$ cat src/rtl/hsv_to_rgb_pipe.sv
// Four-stage HSV to RGB converter with valid/ready handshaking on both sides.
// The pipeline advances as a whole; downstream backpressure freezes every stage.
module hsv_to_rgb_pipe #(
  parameter int IN_W     = 9,
  parameter int OUT_W    = 8,
  parameter int CH_ORDER = 0
) (
  input  logic             clk,
  input  logic             reset,
  input  logic             in_valid,
  output logic             in_ready,
  input  logic [IN_W-1:0]  hue,
  input  logic [IN_W-1:0]  sat,
  input  logic [IN_W-1:0]  val,
  output logic             out_valid,
  input  logic             out_ready,
  output logic [OUT_W-1:0] out_c0,
  output logic [OUT_W-1:0] out_c1,
  output logic [OUT_W-1:0] out_c2,
  output logic             out_clamped
);

  localparam int MAXV = 2**OUT_W - 1;
  localparam int PW   = OUT_W + 8;

  logic adv;
  assign adv      = !out_valid || out_ready;
  assign in_ready = adv;

  // Stage 1: range normalisation and hue split into sector / fraction.
  logic [31:0] hue_w, sat_w, val_w, h_w;
  logic [2:0]  sector_next;
  logic [5:0]  f_next;
  logic [6:0]  s_next, v_next;
  logic        clamp_next;

  always_comb begin
    hue_w = 32'(hue);
    sat_w = 32'(sat);
    val_w = 32'(val);
    if (hue_w >= 32'd720)
      h_w = hue_w - 32'd720;
    else if (hue_w >= 32'd360)
      h_w = hue_w - 32'd360;
    else
      h_w = hue_w;
    // Very wide hue inputs can still leave h >= 360; pin those to sector 5.
    sector_next = (h_w >= 32'd360) ? 3'd5 : 3'(h_w / 32'd60);
    f_next      = 6'(h_w % 32'd60);
    s_next      = (sat_w > 32'd100) ? 7'd100 : 7'(sat);
    v_next      = (val_w > 32'd100) ? 7'd100 : 7'(val);
    clamp_next  = (hue_w >= 32'd360) || (sat_w > 32'd100) || (val_w > 32'd100);
  end

  logic       s1_valid_reg, s1_clamp_reg;
  logic [2:0] s1_sector_reg;
  logic [5:0] s1_f_reg;
  logic [6:0] s1_s_reg, s1_v_reg;

  // Stage 2: minimum channel level.
  logic [13:0] vmin_prod;
  logic [6:0]  vmin_next;
  assign vmin_prod = 14'(7'd100 - s1_s_reg) * 14'(s1_v_reg);
  assign vmin_next = 7'(vmin_prod / 14'd100);

  logic       s2_valid_reg, s2_clamp_reg;
  logic [2:0] s2_sector_reg;
  logic [5:0] s2_f_reg;
  logic [6:0] s2_v_reg, s2_vmin_reg;

  // Stage 3: rising and falling ramp levels within the sector.
  logic [12:0] a_prod;
  logic [6:0]  a_val, vinc_next, vdec_next;
  assign a_prod    = 13'(s2_v_reg - s2_vmin_reg) * 13'(s2_f_reg);
  assign a_val     = 7'(a_prod / 13'd60);
  assign vinc_next = s2_vmin_reg + a_val;
  assign vdec_next = s2_v_reg - a_val;

  logic       s3_valid_reg, s3_clamp_reg;
  logic [2:0] s3_sector_reg;
  logic [6:0] s3_v_reg, s3_vmin_reg, s3_vinc_reg, s3_vdec_reg;

  // Stage 4: percent to channel scale with round-half-up, then sector mapping.
  function automatic logic [OUT_W-1:0] scale(input logic [6:0] x);
    logic [PW-1:0] t;
    t = PW'(x) * PW'(MAXV) + PW'(50);
    return OUT_W'(t / PW'(100));
  endfunction

  logic [6:0]       lvl [4];
  logic [OUT_W-1:0] q   [4];
  assign lvl[0] = s3_v_reg;
  assign lvl[1] = s3_vinc_reg;
  assign lvl[2] = s3_vdec_reg;
  assign lvl[3] = s3_vmin_reg;

  genvar gi;
  generate
    for (gi = 0; gi < 4; gi++) begin : g_scale
      assign q[gi] = scale(lvl[gi]);
    end
  endgenerate

  logic [OUT_W-1:0] r_next, g_next, b_next, c0_next, c2_next;

  always_comb begin
    r_next = q[0];
    g_next = q[3];
    b_next = q[2];
    case (s3_sector_reg)
      3'd0: begin r_next = q[0]; g_next = q[1]; b_next = q[3]; end
      3'd1: begin r_next = q[2]; g_next = q[0]; b_next = q[3]; end
      3'd2: begin r_next = q[3]; g_next = q[0]; b_next = q[1]; end
      3'd3: begin r_next = q[3]; g_next = q[2]; b_next = q[0]; end
      3'd4: begin r_next = q[1]; g_next = q[3]; b_next = q[0]; end
      default: begin r_next = q[0]; g_next = q[3]; b_next = q[2]; end
    endcase
    c0_next = (CH_ORDER == 1) ? b_next : r_next;
    c2_next = (CH_ORDER == 1) ? r_next : b_next;
  end

  always_ff @(posedge clk) begin
    if (reset) begin
      s1_valid_reg  <= 1'b0;
      s1_clamp_reg  <= 1'b0;
      s1_sector_reg <= '0;
      s1_f_reg      <= '0;
      s1_s_reg      <= '0;
      s1_v_reg      <= '0;
      s2_valid_reg  <= 1'b0;
      s2_clamp_reg  <= 1'b0;
      s2_sector_reg <= '0;
      s2_f_reg      <= '0;
      s2_v_reg      <= '0;
      s2_vmin_reg   <= '0;
      s3_valid_reg  <= 1'b0;
      s3_clamp_reg  <= 1'b0;
      s3_sector_reg <= '0;
      s3_v_reg      <= '0;
      s3_vmin_reg   <= '0;
      s3_vinc_reg   <= '0;
      s3_vdec_reg   <= '0;
      out_valid     <= 1'b0;
      out_clamped   <= 1'b0;
      out_c0        <= '0;
      out_c1        <= '0;
      out_c2        <= '0;
    end else if (adv) begin
      s1_valid_reg  <= in_valid;
      s1_clamp_reg  <= clamp_next;
      s1_sector_reg <= sector_next;
      s1_f_reg      <= f_next;
      s1_s_reg      <= s_next;
      s1_v_reg      <= v_next;
      s2_valid_reg  <= s1_valid_reg;
      s2_clamp_reg  <= s1_clamp_reg;
      s2_sector_reg <= s1_sector_reg;
      s2_f_reg      <= s1_f_reg;
      s2_v_reg      <= s1_v_reg;
      s2_vmin_reg   <= vmin_next;
      s3_valid_reg  <= s2_valid_reg;
      s3_clamp_reg  <= s2_clamp_reg;
      s3_sector_reg <= s2_sector_reg;
      s3_v_reg      <= s2_v_reg;
      s3_vmin_reg   <= s2_vmin_reg;
      s3_vinc_reg   <= vinc_next;
      s3_vdec_reg   <= vdec_next;
      out_valid     <= s3_valid_reg;
      out_clamped   <= s3_clamp_reg;
      out_c0        <= c0_next;
      out_c1        <= g_next;
      out_c2        <= c2_next;
    end
  end

endmodule

$ cat config.mk
export PLATFORM = sky130hd
export DESIGN_NAME = hsv_to_rgb_pipe
export DESIGN_NICKNAME = d
export VERILOG_FILES = /design/src/rtl/hsv_to_rgb_pipe.sv
export SDC_FILE = /design/constraint.sdc
export NUM_CORES = 1
export LEC_CHECK = 0
export BUFFER_PORTS_ARGS = -buffer_cell sky130_fd_sc_hd__buf_2
export CAP_MARGIN = 20
export CORE_UTILIZATION = 50
export DETAILED_ROUTE_END_ITERATION = 8
export GPL_TIMING_DRIVEN = 0
export HOLD_SLACK_MARGIN = 0.03
export PLACE_DENSITY = 0.62
export SETUP_SLACK_MARGIN = 0.1
export SLEW_MARGIN = 20
export SYNTH_ARGS = -nofsm -noshare
export SYNTH_HDL_FRONTEND = slang
export SYNTH_SLANG_ARGS = --single-unit
$ cat constraint.sdc
create_clock -name clk -period 12.9 [get_ports clk]
set_input_delay 2.58 -clock clk [delete_from_list [all_inputs] [get_ports clk]]
set_output_delay 2.58 -clock clk [all_outputs]
set_load 0.03 [all_outputs]
==> impl_metrics.ini <==
[critical_path]
slowest_stage = or4b_2
r2r-end = s3_vdec_reg[6]
worstPathArrival_ns = 12.30
max_stage_delay_ns = 0.71
path_class = reg -> reg
rr_worst_depth = 51
worstSetupStartpoint = s2_vmin_reg[0]
cp_max_fo = 7
critPathRequiredTime_ns = 13.18
crit_path_start_kind = register
worst-r2r-setup-slack_ns = 0.88
setup.worst_path.end_class = register
endpoint = s3_vdec_reg[6]
timing.rr.start = s2_vmin_reg[0]
path_common_cell = inv_1

[timing]
tns_ns = 0
slew_headroom_pct = 34.32
final_hold_viol_count = 0
grt_setup_unrepaired = no
finalCritPeriodShare_pct = 93.20
setup_violations = 0
fin_ws_ns = 0.8771
fin_worst_skew_ns = 0.009627
worstMarginPinSlew_ns = 0.9806
fin_crit_ns = 12.02
finalMaxSlewViolations = 0
fmaxAchievable_mhz = 83.17

[logic_synthesis]
synth-seq-cells = 109
syn_area_mm2 = 0.02514
yosys-top-cells-area = fa_1, ha_1, dfxtp_1
ys_seq_area_share_pct = 8.680
syn_nets = 3716
synthTopCellsByCount = nand2_1, inv_1, a21oi_1
syn_inst = 3300
synth_warnings = 0
yosys.area.top_type = fa_1
synthDistinctLibCells = 136
synth_edf_count = 0
async_flop_share_pct = 0
synth_top_area_share_pct = 13.22
synth_area_per_cell_um2 = 7.618
yosysMostFrequentCell = nand2_1
ys.flop_type = dfxtp_1

[die]
rows = 81
coreArea_mm2 = 0.04925
die_height_um = 226.2
fp.dieW_um = 226.2
initial_utilization_pct = 51.04
pin_count = 58
die_area_mm2 = 0.05118

[drt]
routedWlPerCell_um = 17.95
drt-initial-drc-count = 1960
route.detailed.drc = 0
avgViaCountPerCell = 6.195
drt-total-wl_mm = 72.54
vias = 25033
first_pass_iters = 6
postRouteAntennaNets = 0

[clocking]
cts.sinks = 109
h-tree-depth = 3
path_clk_slew_ns = 0.08
cts_buffers = 9
clk_latency_ns = 0.37
cts.root.buffer_cell = clkbuf_16
cts_tree = yes
cts_buffer_depth = 2

[placement]
dp_cells = 4020
hpwl_mm = 59.16
dpl_worst_slack_ns = 0.05176
finalWeightedCongestion = 0.9571
placed_cell_area_mm2 = 0.02625
place.port_buffers = 56

[layout]
fin_area_mm2 = 0.02663
layoutNonFillerInstCount = 4041
fin_nets = 3787
drive_gt1_share_pct = 7.998
synthToLayoutAreaGrowth_pct = 5.907
reg_top3 = out_c0: 8 flops, out_c1: 8 flops, out_c2: 8 flops
fill_cells = 4864

[global_routing]
grt_overflow = 0
antenna_found_initial = 1
grt_max_degree = 20
grt_pass1_wl_mm = 119.1
track_usage_pct = 28.19
first_global_vias = 23418

[flow_run]
cap_viol_max_count = 0

[hold_path]
hold_class = reg -> reg

[status]
status = complete, no violations
## worst min-delay path by stage
| stage | cells past startpoint | end | slack, ns | from |
|---|---|---|---|---|
| after detailed placement | 2 | out_c2[6] | 0.44 | out_c2[6] |
| final | 2 | out_c1[2] | 0.45 | out_c1[2] |
| after floorplan | 2 | s1_f_reg[0] | 0.43 | s1_f_reg[0] |
| after CTS | 2 | out_c2[6] | 0.45 | out_c2[6] |
| after global placement | 2 | s3_valid_reg | 0.44 | s3_valid_reg |
| after global routing | 2 | out_c0[5] | 0.48 | out_c0[5] |
## repair_timing
action,4_1_cts,5_1_grt
gates resized for setup,1,13
buffers inserted,0,4
pin swaps,0,2
endpoints found under the setup margin,2,9
hold buffers,0,0
## cell usage in the layout (no fill, tap or decap), types with 31 or more instances in the layout
| master | instances |
|---|---|
| mux2i_1 | 31 |
| o31ai_1 | 38 |
| nand3_1 | 83 |
| xor2_1 | 67 |
| clkbuf_1 | 86 |
| a21o_1 | 53 |
| a211oi_1 | 71 |
| o21ai_0 | 134 |
| a21oi_1 | 258 |
| buf_2 | 77 |
| xnor2_1 | 112 |
| nor3_1 | 53 |
| nand2_1 | 338 |
| inv_1 | 298 |
| dfxtp_1 | 107 |
| ha_1 | 219 |
| and2_1 | 85 |
| a31oi_1 | 39 |
| fa_1 | 166 |
| nor2_1 | 247 |
| o211ai_1 | 59 |
| o21a_1 | 31 |
## metal layers
metal	GRT usage, %	vias up	part of all wire (%)
met2	46.38	771	46
met1	39.50	12021	47
li1	-	12145	-
met4	7.084	0	2.3
met3	2.472	96	5.2
met5	0	-	0
## worst max-delay path: cells and delay by family (launching register included)
kind | cells | cell delay [ns]
AOI/OAI and AO/OA | 19 | 4.14
adders and majority gates | 10 | 3.79
and+or+nand+nor | 8 | 1.69
xor gates and xnor gates | 6 | 1.13
DFF | 1 | 0.47
buffers and inverters | 7 | 0.45
muxes | 1 | 0.23
## through the flow
| step | hold WS (ns) | util, % |
|---|---|---|
| finish | 0.4511 | 54.06 |
| detailed placement | 0.4441 | 53.30 |
| CTS | 0.4547 | 53.89 |
| floorplan | 0.4321 | - |
| global placement | 0.4402 | 53.30 |
| global route | 0.4754 | 54.06 |
## kinds of logic (layout without fill, tap and decap cells)
logic type,count (synthesis),count (layout),share of synthesized area [%]
adders and majority gates,398,398,24.64
and+or+nand+nor,1057,1057,20.51
xor gates and xnor gates,183,183,6.495
other,0,1,0
DFF,109,109,8.680
buffers and inverters,429,505,6.843
muxes,55,55,2.359
AOI/OAI and AO/OA,1069,1069,30.47
## area by class of cell
class	count	area [um^2]	share of cell area, %
Clock inverter	5	48.80	0.1833
Multi-Input combinational cell	2762	21290	79.94
Timing Repair Buffer	60	310.3	1.165
Tap cell	664	830.8	3.120
Buffer	129	594.3	2.232
Inverter	300	1126	4.229
Antenna cell	1	2.502	0.009399
Clock buffer	11	242.7	0.9117
Sequential cell	109	2185	8.205
Power is left out: the tool's default activity adds up to more than one toggle a clock period on the data nets, which glitch-free logic cannot reach.
